**src/rtl/booth2_mul_pipe_final_adder.sv**
```systemverilog
`timescale 1ns/1ps
`default_nettype none
// ============================================================================
// Module   : booth2_mul_pipe_final_adder
// Purpose  : Pipelined carry-propagate adder closing the Booth radix-4
//            multiplier datapath. Adds the redundant sum/carry vectors one
//            SEG_WID segment per stage, with the carry between segments
//            registered. Operands are skewed in and sums deskewed out so
//            each operation leaves as one aligned word. valid/ready on both
//            sides.
// Option   : BOOTH2_MUL_ADDER_OVF_EN adds ovf_o (signed overflow flag).
// Revision : 1.0 - initial release
// ============================================================================

// 4-bit carry-look-ahead adder used as the building block of every segment.
module booth2_mul_pipe_final_adder_cla4 (
    input  logic [3:0] a_i,
    input  logic [3:0] b_i,
    input  logic       c_i,
    output logic [3:0] s_o,
    output logic       c_o
);
    logic [3:0] w_g;
    logic [3:0] w_p;
    logic [4:0] w_c;

    assign w_g    = a_i & b_i;
    assign w_p    = a_i ^ b_i;
    assign w_c[0] = c_i;
    assign w_c[1] = w_g[0] | (w_p[0] & c_i);
    assign w_c[2] = w_g[1] | (w_p[1] & w_g[0]) | (w_p[1] & w_p[0] & c_i);
    assign w_c[3] = w_g[2] | (w_p[2] & w_g[1]) | (w_p[2] & w_p[1] & w_g[0])
                  | (w_p[2] & w_p[1] & w_p[0] & c_i);
    assign w_c[4] = w_g[3] | (w_p[3] & w_g[2]) | (w_p[3] & w_p[2] & w_g[1])
                  | (w_p[3] & w_p[2] & w_p[1] & w_g[0])
                  | (w_p[3] & w_p[2] & w_p[1] & w_p[0] & c_i);
    assign s_o    = w_p ^ w_c[3:0];
    assign c_o    = w_c[4];
endmodule

module booth2_mul_pipe_final_adder #(
    parameter int DATA_WID = 64,
    parameter int SEG_WID  = 16
) (
    input  logic                clk,
    input  logic                rst,
    input  logic                val_i,
    output logic                rdy_o,
    input  logic [DATA_WID-1:0] ai,
    input  logic [DATA_WID-1:0] bi,
    input  logic                cin,
    output logic                val_o,
    input  logic                rdy_i,
    output logic [DATA_WID-1:0] so,
    output logic                cout
`ifdef BOOTH2_MUL_ADDER_OVF_EN
    ,
    output logic                ovf_o
`endif
);
    localparam int STG_NUM = DATA_WID / SEG_WID;
    localparam int NIB_NUM = SEG_WID / 4;

    logic                w_en;
    logic [STG_NUM-1:0]  val_q;
    logic [STG_NUM:0]    w_carry;   // [0] = cin, [k+1] = registered carry of stage k
    logic [DATA_WID-1:0] w_so;
`ifdef BOOTH2_MUL_ADDER_OVF_EN
    logic                w_ovf;
`endif

    // The whole pipe advances together: only a held, unaccepted result stalls it.
    assign val_o    = val_q[STG_NUM-1];
    assign w_en     = ~val_o | rdy_i;
    assign rdy_o    = w_en;
    assign w_carry[0] = cin;

    // Valid shift register; a bubble on an advance enters as 0.
    always_ff @(posedge clk or posedge rst) begin
        if (rst) begin
            val_q <= '0;
        end else if (w_en) begin
            val_q[0] <= val_i;
            for (int i = 1; i < STG_NUM; i++) begin
                val_q[i] <= val_q[i-1];
            end
        end
    end

    for (genvar k = 0; k < STG_NUM; k++) begin : g_stage
        localparam int DSK = STG_NUM - 1 - k;

        logic [SEG_WID-1:0] w_a;
        logic [SEG_WID-1:0] w_b;
        logic [SEG_WID-1:0] sum_d;
        logic [NIB_NUM:0]   w_nc;
        logic [SEG_WID-1:0] sum_q;
        logic               carry_q;

        if (k == 0) begin : g_in0
            assign w_a = ai[SEG_WID-1:0];
            assign w_b = bi[SEG_WID-1:0];
        end else begin : g_skew
            logic [SEG_WID-1:0] a_skew_q [k];
            logic [SEG_WID-1:0] b_skew_q [k];

            // Delay segment k by k stages so it meets the carry from stage k-1.
            always_ff @(posedge clk or posedge rst) begin
                if (rst) begin
                    for (int i = 0; i < k; i++) begin
                        a_skew_q[i] <= '0;
                        b_skew_q[i] <= '0;
                    end
                end else if (w_en) begin
                    a_skew_q[0] <= ai[k*SEG_WID +: SEG_WID];
                    b_skew_q[0] <= bi[k*SEG_WID +: SEG_WID];
                    for (int i = 1; i < k; i++) begin
                        a_skew_q[i] <= a_skew_q[i-1];
                        b_skew_q[i] <= b_skew_q[i-1];
                    end
                end
            end

            assign w_a = a_skew_q[k-1];
            assign w_b = b_skew_q[k-1];
        end

        // Segment adder: nibble CLAs rippling carry from low to high nibble.
        assign w_nc[0] = w_carry[k];
        for (genvar j = 0; j < NIB_NUM; j++) begin : g_nib
            booth2_mul_pipe_final_adder_cla4 u_cla (
                .a_i (w_a[4*j +: 4]),
                .b_i (w_b[4*j +: 4]),
                .c_i (w_nc[j]),
                .s_o (sum_d[4*j +: 4]),
                .c_o (w_nc[j+1])
            );
        end

        // Stage register: segment sum and the carry handed to the next stage.
        always_ff @(posedge clk or posedge rst) begin
            if (rst) begin
                sum_q   <= '0;
                carry_q <= 1'b0;
            end else if (w_en) begin
                sum_q   <= sum_d;
                carry_q <= w_nc[NIB_NUM];
            end
        end

        assign w_carry[k+1] = carry_q;

        if (DSK == 0) begin : g_nodsk
            assign w_so[k*SEG_WID +: SEG_WID] = sum_q;
        end else begin : g_dsk
            logic [SEG_WID-1:0] dsk_q [DSK];

            // Hold early segment sums until the top segment of the same operation is done.
            always_ff @(posedge clk or posedge rst) begin
                if (rst) begin
                    for (int i = 0; i < DSK; i++) begin
                        dsk_q[i] <= '0;
                    end
                end else if (w_en) begin
                    dsk_q[0] <= sum_q;
                    for (int i = 1; i < DSK; i++) begin
                        dsk_q[i] <= dsk_q[i-1];
                    end
                end
            end

            assign w_so[k*SEG_WID +: SEG_WID] = dsk_q[DSK-1];
        end

`ifdef BOOTH2_MUL_ADDER_OVF_EN
        if (k == STG_NUM - 1) begin : g_ovf
            logic ovf_q;

            // Signed overflow: operand MSBs agree but the sum MSB differs.
            always_ff @(posedge clk or posedge rst) begin
                if (rst) begin
                    ovf_q <= 1'b0;
                end else if (w_en) begin
                    ovf_q <= (w_a[SEG_WID-1] == w_b[SEG_WID-1]) &&
                             (sum_d[SEG_WID-1] != w_a[SEG_WID-1]);
                end
            end

            assign w_ovf = ovf_q;
        end
`endif
    end

    assign so   = w_so;
    assign cout = w_carry[STG_NUM];
`ifdef BOOTH2_MUL_ADDER_OVF_EN
    assign ovf_o = w_ovf;
`endif

endmodule
`default_nettype wire

```
**config.mk**
```make
export PLATFORM = sky130hd
export DESIGN_NAME = booth2_mul_pipe_final_adder
export DESIGN_NICKNAME = d
export VERILOG_FILES = /design/src/rtl/booth2_mul_pipe_final_adder.sv
export SDC_FILE = /design/constraint.sdc
export NUM_CORES = 1
export LEC_CHECK = 0
export BUFFER_PORTS_ARGS = -buffer_cell sky130_fd_sc_hd__buf_2
export CORE_UTILIZATION = 35
export DETAILED_ROUTE_END_ITERATION = 16
export PLACE_DENSITY = 0.5
export SETUP_SLACK_MARGIN = 0.4
export SLEW_MARGIN = 15
export SYNTH_ARGS = -nofsm -noshare
export SYNTH_HDL_FRONTEND = slang
export SYNTH_SLANG_ARGS = --single-unit
```
**constraint.sdc**
```tcl
create_clock -name clk -period 15.3 [get_ports clk]
set_input_delay 0.765 -clock clk [delete_from_list [all_inputs] [get_ports clk]]
set_output_delay 0.765 -clock clk [all_outputs]
set_load 0.01 [all_outputs]
```
Word-level counts from Yosys, hierarchy flattened
Cells that the tools add are included.
W data, S select, Z words.
{"block": "totals", "regBits": 360, "latch_bits": 0, "ram_bits": 0, "rom_bits": 0, "inputBits": 133, "output_inout_bits": 67, "memories": 0}
{"block": "op_classes", "addsub": 0, "mul": 0, "div_mod_pow": 0, "magnitude_cmp": 0, "eq_ne": 0, "shift": 0, "mux": 0, "bitwise_logic": 466, "n_reduce_logical": 0}
{"operator": "$and A1 B1 Y1", "n": 256}
{"operator": "$or A1 B1 Y1", "n": 161}
{"operator": "$xor A4 B4 Y4", "n": 32}
{"operator": "$and A4 B4 Y4", "n": 16}
{"operator": "$not A1 Y1", "n": 1}

Logic depth before layout (Yosys ltp)
{"block": "depth", "ltp_word": 13, "ltp_mapped": 10, "mapped_depth_nobuf": 10}

Cells and area by module
A second synthesis with hierarchy kept.
{"block": "hier_totals", "hier_cells": 1010, "area_unflattened_um2": 16947.5}
{"mod": "booth2_mul_pipe_final_adder", "n_inst": 1, "cells_each": 794, "area_each_um2": 14795.4, "seq_area_each_um2": 9008.6}
{"mod": "booth2_mul_pipe_final_adder_cla4 (g_stage[0].g_nib[2].u_cla ...)", "n_inst": 14, "cells_each": 13, "area_each_um2": 132.6, "seq_area_each_um2": 0.0}
{"mod": "booth2_mul_pipe_final_adder_cla4 (g_stage[0].g_nib[0].u_cla ...)", "n_inst": 2, "cells_each": 17, "area_each_um2": 147.6, "seq_area_each_um2": 0.0}

Worst setup path before layout
OpenSTA, ideal clock, no wires.
{"block": "synth_path", "kind": "input port to flip-flop", "startpoint": "input ai[0]", "endpoint": "register g_stage[0].sum_q[13]", "t_arrival_ps": 2715, "required_time_ps": 15167, "slack_ps": 12452, "cell_stages": 9, "n_path_buf": 0, "path_cell_list": "ha_1 a211oi_2 nor2_1 o41a_1 a211o_1 and2_1 fa_1 xnor2_1 o21ai_0"}
{"block": "synth_via", "elab_chain_len": 11, "elab_cells_between_ends": 14, "cone_classes": "bitwise: 14"}
{"item": "start, declared", "line_no": "49", "text": "input logic [DATA_WID-1:0] ai,"}
{"item": "$and A4 B4 Y4 or $xor A4 B4 Y4 (tied branches)", "line_no": "27, 28"}
{"item": "$and A1 B1 Y1 (on tied branches)", "line_no": "35, 36"}
{"item": "$or A1 B1 Y1 or $and A1 B1 Y1 (tied branches)", "line_no": "35, 36"}
{"item": "$or A1 B1 Y1 (*)", "line_no": "36", "text": "| (w_p[3] & w_p[2] & w_p[1] & w_p[0] & c_i);"}
{"item": "$and A1 B1 Y1 (*)", "line_no": "36"}
{"item": "$or A1 B1 Y1 (*)", "line_no": "36"}
{"item": "$and A1 B1 Y1 (*)", "line_no": "36"}
{"item": "$or A1 B1 Y1 (*)", "line_no": "36"}
{"item": "$and A1 B1 Y1 (*)", "line_no": "30", "text": "assign w_c[1] = w_g[0] | (w_p[0] & c_i);"}
{"item": "$or A1 B1 Y1 (*)", "line_no": "30"}
{"item": "$xor A4 B4 Y4 (*)", "line_no": "37", "text": "assign s_o = w_p ^ w_c[3:0];"}
{"item": "end signal, assigned", "line_no": "146", "text": "sum_q <= sum_d;"}
{"item": "end, declared", "line_no": "97", "text": "logic [SEG_WID-1:0] sum_q;"}
Mark *: on every way between the ends. The rest lies on a longest branch, timed or not.
A chain may end at the register's enable or synchronous reset.

==> out/metrics.yaml <==
syn_area_sq_mm: 0.0160
vias: 11500
maxUsedRoutingLayer: "met5"
grt_antenna_before_repair: 2
final_max_slew_viol_count: 0
cp-start-kind: "input port"
criticalPathCategory: "in -> async"
fp.dieW_microns: 216
max-slew-margin-rel: 0.312
netSwitchingFraction: 0.363
p_leak_nw: 9.89
drt-met1-wl_mm: 17.0
cts_setup_buffers: 0
synth_cell_type_count: 46
clkPwrFrac: 0.251
wl_per_cell_microns: 13.8
postRouteAntennaNets: 0
final_common_cell: "nand2_1"
layout_common_cells: "nand2_1, dfrtp_1, buf_2"
overflow: 0
irDropWorstVdd_uv: 74.9
clock-sinks: 360
ios: 200
port_buffers: 199
die_area_sq_mm: 0.0465
seq_area_frac_synth: 0.564
dieHeight_microns: 216
tns_ps: 0
synth_edf_count: 0
setup_viol: 0
wl_met3_mm: 1.34
fin_crit_ps: 3310
wirelength_mm: 35.2
whs_ps: 254
seq_power_share: 0.407
p_sw_w: 0.00143
p_comb_frac: 0.342
nets: 2142
ys_seq_elements: 360
numCtsBuffers: 41
cp_max_fo: 83
path_clk_slew_ps: 60
drt_iter0_markers: 651
tightest_slew_ps: 1030
grt_pass1_wl_mm: 59.6
core_area_sq_mm: 0.0446
via_per_inst: 4.52
status: "complete, no violations"
yosys_most_used_dff: "dfrtp_1"
cts-resized-gates: 0
period_share: 0.216
synth_warnings: 0
clk_latency_ps: 550
grt_pass1_vias: 11600
cp.required_ps: 15840
crit_arrival_ps: 3850
hold_viol_final: 0
wl_met2_mm: 16.0
ctsRootBufferMaster: "clkbuf_16"
max_freq_ghz: 0.302
rows: 77
cp_slowest_cell: "buf_4"
postCtsHoldBufs: 0
drv_cap: 0
synthArstFlopShare: 1.00
powerDensity_mw_per_mm2: 211
clk_path_buf_depth: 3
fin_skew_ps: 12.4
cts_tree: "built"
hpwl_mm: 23.0
initial_utilization: 0.358
grt_use_total: 0.157
area_growth_pct: 16.8
syn_avg_cell_area_sq_um: 8.93
path_cells: "buf_2 > inv_8 > buf_4 > buf_4 > buf_4"
drc: 0
rsz0062_at_grt: "no"
ctsHtreeMaxLevel: 2
gp_congestion: 0.747
syn-num-nets: 2000
hold_class: "in -> async"
fillCellCount: 4522
syn_inst: 1787
endpoint_kind: "async pin"
first_pass_iters: 4
drive_above_1_share: 0.146
path_common_cell: "buf_4"
p_int_w: 0.00251
cp_slowest_stage_delay_ps: 860
grt_max_degree: 103
[cell type report]
| cell class | count | area [sq um] | area share |
|---|---|---|---|
| antenna | 1 | 2.50 | 0.000134 |
| clock buffer | 62 | 1210 | 0.0648 |
| clock inverter | 12 | 141 | 0.00758 |
| inverter | 19 | 86.3 | 0.00463 |
| multi-input combinational | 1296 | 6350 | 0.341 |
| sequential | 360 | 9010 | 0.483 |
| tap | 592 | 741 | 0.0397 |
| timing repair buffer | 211 | 1110 | 0.0593 |
[critical path: cells and delay by family]
| family | cells | cell delay (ps) |
|---|---|---|
| buf+inv | 5 | 2860 |
[routing by layer]
| metal | track usage | vias up |
|---|---|---|
| li1 | - | 5886 |
| met1 | 0.215 | 5423 |
| met2 | 0.250 | 163 |
| met3 | 0.0314 | 62 |
| met4 | 0.0496 | 2 |
| met5 | 0 | - |
[path summary, 6_finish.rpt]
kind                                               start                                         end  slack, ps  cells after the start
min reg2reg       g_stage[2].g_dsk.dsk_q[15]$_DFFE_PP0P_      g_stage[2].g_dsk.dsk_q[15]$_DFFE_PP0P_        460                      2
min                                                  rst                           so[8]$_DFFE_PP0P_        250                      2
max in group clk           g_stage[2].w_b[4]$_DFFE_PP0P_            g_stage[2].sum_q[13]$_DFFE_PP0P_      12360                      9
max                                                  rst  g_stage[2].g_skew.b_skew_q[26]$_DFFE_PP0P_      11990                      5
max reg2reg                g_stage[2].w_b[4]$_DFFE_PP0P_            g_stage[2].sum_q[13]$_DFFE_PP0P_      12360                      9
min in group clk                                  bi[59]  g_stage[3].g_skew.b_skew_q[43]$_DFFE_PP0P_        410                      3
[power by group through the flow]
stage / clock network (W) / logic, W / registers, W
6_report: 0.000986 / 0.00135 / 0.00160
5_1_grt: 0.00106 / 0.00157 / 0.00166
4_1_cts: 0.00102 / 0.00138 / 0.00161
3_5_place_dp: 0 / 0.00137 / 0.00162
3_3_place_gp: 0 / 0.00135 / 0.00162
2_1_floorplan: 0 / 0.00105 / 0.00158
[cell families (layout without fill, tap and decap cells)]
logic type,count (synthesis),count (layout),synth area share
and+or+nand+nor,1039,1039,0.250
DFF,360,360,0.564
AOI/OAI and AO/OA,142,142,0.0581
buffers and inverters,131,304,0.0383
adders and majority gates,80,80,0.0702
xor gates and xnor gates,34,34,0.0187
muxes,1,1,0.000627
other,0,1,0
[cells in the mapped netlist (all sizes together), types with 5 or more instances]
cell type  instances  area (sq um)
nand3              7          35.0
buf               35           251
nand2            952          3570
inv               19          71.3
or3                5          31.3
dfrtp            360          9010
a21o              12          90.1
o31ai              9          67.6
xnor2             17           149
nor3              11          55.1
fa                16           320
ha                64           801
o21a               7          52.6
a21oi             35           179
xor2              17           149
o21ai             51           263
nor2              45           169
nand2b             8          50.1
clkbuf            77           289
a211oi            10          85.1
[stage by stage]
step                      cell area, sq um  power (W)  worst slack, ps  utilization  std cells
after floorplan                      16000    0.00263             4540            -       1787
after global placement               17300    0.00296            11230        0.387       2477
after detailed placement             17300    0.00300            11210        0.387       2477
after CTS                            18600    0.00401            11810        0.417       2551
after global routing                 18600    0.00430            11400        0.418       2552
final                                18600    0.00394            11990        0.418       2553
[state kept, by name, indices dropped and copies added (netlist names)]
signal	count
g_stage.carry_q	3
g_stage.w_a	32
g_stage.g_skew.a_skew_q	64
g_stage.g_dsk.dsk_q	64
g_stage.g_skew.b_skew_q	64
g_stage.sum_q	64
cout	1
val_q	4
g_stage.w_b	32
so	32
Note: power is estimated with default switching activity, not from simulation.
